### config.mk
export PLATFORM = sky130hd
export DESIGN_NAME = pp_accumulator
export DESIGN_NICKNAME = d
export VERILOG_FILES = /design/src/rtl/pp_accumulator.sv
export SDC_FILE = /design/constraint.sdc
export NUM_CORES = 1
export LEC_CHECK = 0
export ABC_AREA = 1
export CAP_MARGIN = 20
export CELL_PAD_IN_SITES_DETAIL_PLACEMENT = 0
export CELL_PAD_IN_SITES_GLOBAL_PLACEMENT = 1
export CORE_MARGIN = 8
export CORE_UTILIZATION = 42
export DETAILED_ROUTE_END_ITERATION = 8
export PLACE_DENSITY_LB_ADDON = 0.1
export SETUP_SLACK_MARGIN = 0.15
export SYNTH_ARGS = -nofsm -noshare
export SYNTH_HDL_FRONTEND = slang
export SYNTH_SLANG_ARGS = --single-unit
export TNS_END_PERCENT = 50
### constraint.sdc
create_clock -name clk -period 3.7 [get_ports clk]
set_input_delay 0.37 -clock clk [delete_from_list [all_inputs] [get_ports clk]]
set_output_delay 0.37 -clock clk [all_outputs]
set_load 0.01 [all_outputs]
### src/rtl/pp_accumulator.sv
// Partial-product group accumulator: sums signed, exponent-shifted beats into an
// ACC_W-bit result per group. Define PP_ACC_SAT_EN for saturating sums (default: wrap).
module pp_accumulator #(
  parameter int ACC_W     = 48,
  parameter int MAX_TERMS = 64
) (
  input  logic                         clk,
  input  logic                         rst,
  input  logic                         in_valid,
  output logic                         in_ready,
  input  logic [3:0]                   in_pp,
  input  logic [5:0]                   in_exp,
  input  logic                         in_last,
  output logic                         out_valid,
  input  logic                         out_ready,
  output logic [ACC_W-1:0]             out_sum,
  output logic [$clog2(MAX_TERMS):0]   out_count,
  output logic                         out_ovf
);
  localparam int CNT_W = $clog2(MAX_TERMS) + 1;

  typedef enum logic {ACCUM, DONE} state_t;
  state_t state, state_nxt;

  logic [ACC_W-1:0] acc;
  logic [CNT_W-1:0] count;
  logic             ovf;

  logic             range_err, sum_ovf, in_hs, out_hs, closing;
  logic [39:0]      mag;
  logic [ACC_W-1:0] term, acc_add;
  logic [ACC_W:0]   sum_ext;
  logic [CNT_W-1:0] count_inc;

  assign in_hs  = in_valid & in_ready;
  assign out_hs = out_valid & out_ready;

  // Exponents past 37 would spill the 40-bit magnitude; such beats add nothing.
  assign range_err = in_exp > 6'd37;
  assign mag       = range_err ? 40'd0 : (40'(in_pp[2:0]) << in_exp);
  assign term      = in_pp[3] ? -ACC_W'(mag) : ACC_W'(mag);

  // One guard bit: overflow iff the top two bits of the extended sum disagree.
  assign sum_ext   = {acc[ACC_W-1], acc} + {term[ACC_W-1], term};
  assign sum_ovf   = sum_ext[ACC_W] ^ sum_ext[ACC_W-1];
  assign count_inc = count + 1'b1;
  assign closing   = in_last || (count_inc == CNT_W'(MAX_TERMS));

`ifdef PP_ACC_SAT_EN
  always_comb begin
    acc_add = sum_ext[ACC_W-1:0];
    if (sum_ovf)
      acc_add = sum_ext[ACC_W] ? {1'b1, {(ACC_W-1){1'b0}}} : {1'b0, {(ACC_W-1){1'b1}}};
  end
`else
  assign acc_add = sum_ext[ACC_W-1:0];
`endif

  always_comb begin
    state_nxt = state;
    in_ready  = 1'b0;
    out_valid = 1'b0;
    case (state)
      ACCUM: begin
        in_ready = 1'b1;
        if (in_hs && closing) state_nxt = DONE;
      end
      DONE: begin
        out_valid = 1'b1;
        if (out_ready) state_nxt = ACCUM;
      end
      default: state_nxt = ACCUM;
    endcase
  end

  always_ff @(posedge clk) begin
    if (rst) state <= ACCUM;
    else     state <= state_nxt;
  end

  always_ff @(posedge clk) begin
    if (rst) begin
      acc       <= '0;
      count     <= '0;
      ovf       <= 1'b0;
      out_sum   <= '0;
      out_count <= '0;
      out_ovf   <= 1'b0;
    end else if (in_hs) begin
      acc   <= acc_add;
      count <= count_inc;
      ovf   <= ovf | range_err | sum_ovf;
      if (closing) begin
        out_sum   <= acc_add;
        out_count <= count_inc;
        out_ovf   <= ovf | range_err | sum_ovf;
      end
    end else if (out_hs) begin
      acc   <= '0;
      count <= '0;
      ovf   <= 1'b0;
    end
  end
endmodule

### After elaboration in Yosys (flattened, before gate mapping)

Cells that the tools add are included.

| word-level totals | value |
|---|---|
| flip-flop bits (word level) | 113 |
| input port bits | 15 |
| output and inout port bits | 58 |

| cells by class | value |
|---|---|
| add/sub/neg operators | 3 |
| $lt $le $gt $ge | 1 |
| equality and inequality tests | 1 |
| shifts and indexed selects | 1 |
| mux-type cells | 13 |
| bitwise logic cells | 6 |
| reduce and logical (&&, ||, !) cells | 4 |

Operator list:

| kind | number |
|---|---|
| 48-bit two-way mux | 3 |
| 48-bit by 48-bit adder with 49-bit output | 1 |
| 40-bit negator with 48-bit output | 1 |
| 40-bit two-way mux | 1 |
| 3-bit by 6-bit left shift with 40-bit output | 1 |
| 7-bit two-way mux | 2 |
| 7-bit by 1-bit adder with 7-bit output, second input constant | 1 |
| 7-bit == test, second input constant | 1 |
| 6-bit > comparator, second input constant | 1 |
| 1-bit two-way mux | 6 |
| 1-bit AND | 2 |
| 1-bit OR | 2 |
| 1-bit case mux with 2 select lines | 1 |
| 2-bit AND reduction | 1 |
| 2-bit nonzero test | 1 |
| 1-bit logical AND | 1 |
| 1-bit logical OR | 1 |
| 1-bit NOT | 1 |
| 1-bit bitwise XOR | 1 |

### Depth between registers and ports, before layout

| logic depth | value |
|---|---|
| word-level depth | 8 |
| mapped depth | 32 |
| depth with buffers taken out | 32 |

### Worst setup path after synthesis

No wires, ideal clock.

| timing | value |
|---|---|
| path kind | input to register |
| start point | in in_exp[3] |
| end point | reg out_ovf |
| setup time | 114 ps |
| arrival | 3183 ps |
| required time | 3586 ps |
| setup slack | 403 ps |
| cell stages on the path | 29 |
| cells stage by stage | buf_4 > inv_2 > nand2_4 > nor2_8 > nand2_1 > ha_1 > nand3_2 > nor2_4 > nand3_4 > nor2_8 > nand2_4 > nand2_4 > nand2_1 > nand2_1 > nand2_1 > ha_1 > nand2_1 > nor2_1 > nand3_1 > nor2_1 > nand2_1 > inv_1 > nand2_1 > nand3_1 > nand2_1 > nand2_1 > nand2_1 > o21bai_1 > inv_1 |

| on the way | value |
|---|---|
| longest elaborated chain between the ends | 7 |

Ends and longest elaborated chain:

| what | RTL line | source |
|---|---|---|
| from (decl) | 12 | `input logic [5:0] in_exp,` |
| 6-bit > comparator or 3-bit by 6-bit left shift with 40-bit output (tied branches) | 39, 40 |  |
| 40-bit two-way mux | 40 | `assign mag = range_err ? 40'd0 : (40'(in_pp[2:0]) << in_exp);` |
| 40-bit negator with 48-bit output | 41 | `assign term = in_pp[3] ? -ACC_W'(mag) : ACC_W'(mag);` |
| 48-bit two-way mux | 41 |  |
| 48-bit by 48-bit adder with 49-bit output | 44 | `assign sum_ext = {acc[ACC_W-1], acc} + {term[ACC_W-1], term};` |
| 1-bit bitwise XOR | 45 | `assign sum_ovf = sum_ext[ACC_W] ^ sum_ext[ACC_W-1];` |
| 1-bit OR (*) | 96 | `out_ovf <= ovf \| range_err \| sum_ovf;` |
| to (signal assigned) | 96 |  |
| to (decl) | 18 | `output logic out_ovf` |

Mark *: on every way between the ends. The rest lies on a longest branch, timed or not.
A chain may end at the register's enable or synchronous reset.

### Worst setup path in the final report

| timing | value |
|---|---|
| start point | in in_exp[0] |
| end point | reg acc[34] |

| on the way | value |
|---|---|
| longest elaborated chain between the ends | 6 |

Ends and longest elaborated chain:

| what | RTL line | source |
|---|---|---|
| 6-bit > comparator or 3-bit by 6-bit left shift with 40-bit output (tied branches) | 39, 40 |  |
| 40-bit two-way mux (*) | 40 |  |
| 40-bit negator with 48-bit output | 41 |  |
| 48-bit two-way mux (*) | 41 |  |
| 48-bit by 48-bit adder with 49-bit output (*) | 44 |  |
| 48-bit two-way mux (*) | 89 | `end else if (in_hs) begin` |
| to (signal assigned) | 83 | `acc <= '0;` |
| to (signal assigned) | 90 | `acc <= acc_add;` |
| to (signal assigned) | 99 | `acc <= '0;` |
| to (decl) | 25 | `logic [ACC_W-1:0] acc;` |

Marked as above.

==> impl_metrics.py <==
metrics = {
    "worst_setup_path": {
        "arrival_ns": 3.77,
        "critical_path.most_common_cell": "sky130_fd_sc_hd__nand2_2",
        "timing.rr.end": "out_sum[25]$_SDFFE_PP0P_",
        "timing.critical_path.slowest_stage_cell": "sky130_fd_sc_hd__ha_1",
        "setup.worst_path.class": "input port to flip-flop",
        "critical_path.reg2reg.startpoint": "count[0]$_SDFFE_PP0P_",
        "critical_path_maximum_fanout": 7,
        "timing.critical_path.to": "acc[34]$_SDFFE_PP0P_",
        "critPathCaptureType": "flip-flop",
        "cp_slowest_stage_delay_ns": 0.31,
        "reg2reg_setup_slack_ns": 1.23,
        "startpoint": "in_exp[0]",
        "critPathLaunchType": "input port",
        "crit_required_ns": 4.04,
        "worst_r2r_path_depth": 12,
    },
    "timing": {
        "achievable-frequency_ghz": 0.292,
        "setup_slack_ns": 0.275,
        "fin_hold_ws_ns": 0.287,
        "period_share_pct": 92.6,
        "setup_viols_final": 0,
        "slew_headroom_pct": 46.7,
        "timing_max_transition_violations_final": 0,
        "rsz0062_at_grt": "true",
        "timing.final.crit_period_ns": 3.42,
        "clock_skew_ns": 0.0183,
        "actual_transition_at_the_worst_max_transition_pin_ns": 0.800,
        "finalHoldViolations": 0,
    },
    "die": {
        "core.rowCount": 55,
        "initial_core_util_pct": 43.0,
        "core_sq_um": 22700,
        "chipHeight_microns": 168,
        "die_width_microns": 168,
        "i_o_pins": 73,
        "die-area_sq_um": 28400,
    },
    "global_routing": {
        "grt_antenna_before_repair": 0,
        "groute.usage.overall_pct": 27.1,
        "via_count_of_the_first_global_routing_pass": 11500,
        "grt_pass1_wl_microns": 61000,
        "pin_count_of_the_biggest_net_entering_global_routing": 60,
        "grt_overflow": 0,
    },
    "finish": {
        "final_common_cell": "sky130_fd_sc_hd__nand2_1",
        "num-nets-final": 2111,
        "n_antenna_cell": 0,
        "stdcell_count": 2342,
        "finish.utilization_pct": 69.1,
        "layout.cells.most_common_list": "409 x sky130_fd_sc_hd__nand2_1, 377 x sky130_fd_sc_hd__buf_4, 171 x sky130_fd_sc_hd__inv_1, 113 x sky130_fd_sc_hd__dfxtp_1, 105 x sky130_fd_sc_hd__nor2_1",
        "drive_above_1_share_pct": 38.6,
        "stdcell_area_sq_um": 15700,
        "syn_to_final_growth_pct": 60.8,
    },
    "pwr": {
        "power_report.internal_total_mw": 3.47,
        "pwr_density_cell_nw_per_um2": 364,
        "power.net_switching_mw": 2.23,
        "power.combinational.fraction_pct": 44.5,
        "ir_worst_vdd_mv": 0.309,
        "share_seq_of_total_power_pct": 25.0,
        "switching_share_pct": 39.1,
        "p_leak_nw": 7.86,
        "pwr-share-clk_pct": 30.5,
    },
    "synth": {
        "yosysTopAreaCellShare_pct": 23.2,
        "ys_dominant_reg_cell": "sky130_fd_sc_hd__dfxtp_1",
        "count_of_flip_flops_with_a_built_in_enable_after_synthesis": 0,
        "yosys.cell_types.count": 50,
        "mappedNetlistNets": 1674,
        "synthesis.area_sq_um": 9760,
        "synthDominantAreaCellType": "sky130_fd_sc_hd__dfxtp_1",
        "synth-async-reset-ratio_pct": 0,
        "ys_top_cells_by_area": "sky130_fd_sc_hd__dfxtp_1 23%, sky130_fd_sc_hd__nand2_1 19%, sky130_fd_sc_hd__inv_1 7.3%",
        "sequential_fraction_of_the_synthesis_area_pct": 23.2,
        "synth_area_per_cell_sq_um": 6.07,
        "number_of_synthesized_register_bits": 113,
        "postSynthCellCount": 1607,
        "synth-warning-count": 0,
    },
    "placement": {
        "post-place-cells": 2276,
        "detailedPlace.worstSlack_ns": -0.936,
        "instance_area_after_placement_sq_um": 13400,
        "detailed_place_hpwl_microns": 30400,
        "place_congestion": 1.03,
        "portBuffers": 72,
    },
    "routing": {
        "detailedRoute.firstIterationViolations": 1084,
        "drt-pass1-iter-count": 7,
        "routedWlPerCell_microns": 17.3,
        "wirelength_routed_microns": 40600,
        "antenna_left": 0,
        "drt_drc_violations_left": 0,
        "vias_per_cell": 5.18,
        "dr_total_vias": 12100,
    },
    "clocking": {
        "cts.htree.levels": 4,
        "cts.clk_slew.worst_paths_ns": 0.06,
        "clock_sink_count": 113,
        "clockRootBuffer": "sky130_fd_sc_hd__clkbuf_16",
        "cts_tree": "yes",
        "cts.path.max_buffers": 2,
        "numCtsBuffers": 17,
        "clk-insertion-delay-late_ns": 0.43,
    },
    "outcome": {
        "status": "complete, no violations",
    },
    "hold_path": {
        "worstHoldPathType": "input port to flip-flop",
    },
    "flow_run": {
        "drv.max_cap_violation_count": 0,
    },
}
## critical path: cells and delay by family
kind,cells,cell delay (ns)
xor+xnor,1,0.15
buf+inv,7,0.67
compound gates,2,0.24
simple gates,18,1.99
fa+ha+maj,1,0.31
## per-stage QoR
stage	setup TNS, ns	power (mW)
3_5_place_dp	-54.03	3.47
3_3_place_gp	-49.97	3.47
5_1_grt	0	5.98
4_1_cts	0	5.36
2_1_floorplan	0	2.47
6_report	0	5.70
## area by class of cell
type                       instances  area [sq um]
sequential                       113          2260
multi-input combinational       1248          7990
timing repair buffer             461          3720
clock inverter                    15           163
inverter                         203           776
tap                              285           357
fill                            2014          7020
clock buffer                      17           425
## worst min path at each step
stage,startpoint,end,cells past startpoint
finish,rst,out_sum[33]$_SDFFE_PP0P_,4
global route,rst,out_sum[33]$_SDFFE_PP0P_,4
CTS,out_sum[0]$_SDFFE_PP0P_,out_sum[0]$_SDFFE_PP0P_,2
detailed placement,out_count[1]$_SDFFE_PP0P_,out_count[1]$_SDFFE_PP0P_,2
global placement,out_sum[0]$_SDFFE_PP0P_,out_sum[0]$_SDFFE_PP0P_,2
floorplan,ovf$_SDFFE_PP0P_,ovf$_SDFFE_PP0P_,2
## timing repair
item,in CTS,in global routing
endpoints found under the setup margin,80,77
hold endpoints to repair,0,0
gates resized for setup,112,296
setup buffers,13,20
pin swaps,34,119
hold buffers,0,0
## Yosys cell counts, types with 22 or more instances
cell type	instances
sky130_fd_sc_hd__a21oi_1	135
sky130_fd_sc_hd__clkbuf_1	28
sky130_fd_sc_hd__dfxtp_1	113
sky130_fd_sc_hd__ha_1	51
sky130_fd_sc_hd__inv_1	189
sky130_fd_sc_hd__nand2_1	503
sky130_fd_sc_hd__nand3_1	89
sky130_fd_sc_hd__nand4_1	38
sky130_fd_sc_hd__nor2_1	158
sky130_fd_sc_hd__o21ai_0	70
sky130_fd_sc_hd__o21bai_1	32
sky130_fd_sc_hd__xnor2_1	22
sky130_fd_sc_hd__xor2_1	34
## state kept, by name (all words and copies together), names as in the netlist
name       flops
out_ovf        1
out_count      7
count          7
out_sum       48
state          1
ovf            1
acc           48
## power groups by stage
| stage | clock network, mW | logic (mW) | registers, mW |
|---|---|---|---|
| 2_1_floorplan | 0 | 1.05 | 1.42 |
| 3_3_place_gp | 0 | 2.04 | 1.43 |
| 3_5_place_dp | 0 | 2.05 | 1.42 |
| 4_1_cts | 1.76 | 2.19 | 1.41 |
| 5_1_grt | 1.81 | 2.73 | 1.44 |
| 6_report | 1.74 | 2.54 | 1.42 |
## kinds of logic after synthesis
family,Yosys count,synth area share (%)
and+or+nand+nor,880,40.4
adders and majority gates,52,6.75
xor gates and xnor gates,57,5.19
buffers and inverters,246,9.80
AOI/OAI and AO/OA,259,14.7
DFF,113,23.2
## metal layers
layer / wire, microns / vias to the layer above / share of wire [%] / track usage (%)
met4: 1190 / 0 / 2.9 / 9.36
li1: - / 6046 / - / -
met2: 17600 / 406 / 43 / 41.7
met3: 2720 / 73 / 6.7 / 5.14
met1: 19100 / 5600 / 47 / 37.3
met5: 0 / - / 0 / 0
(Power assumes the default switching activity.)
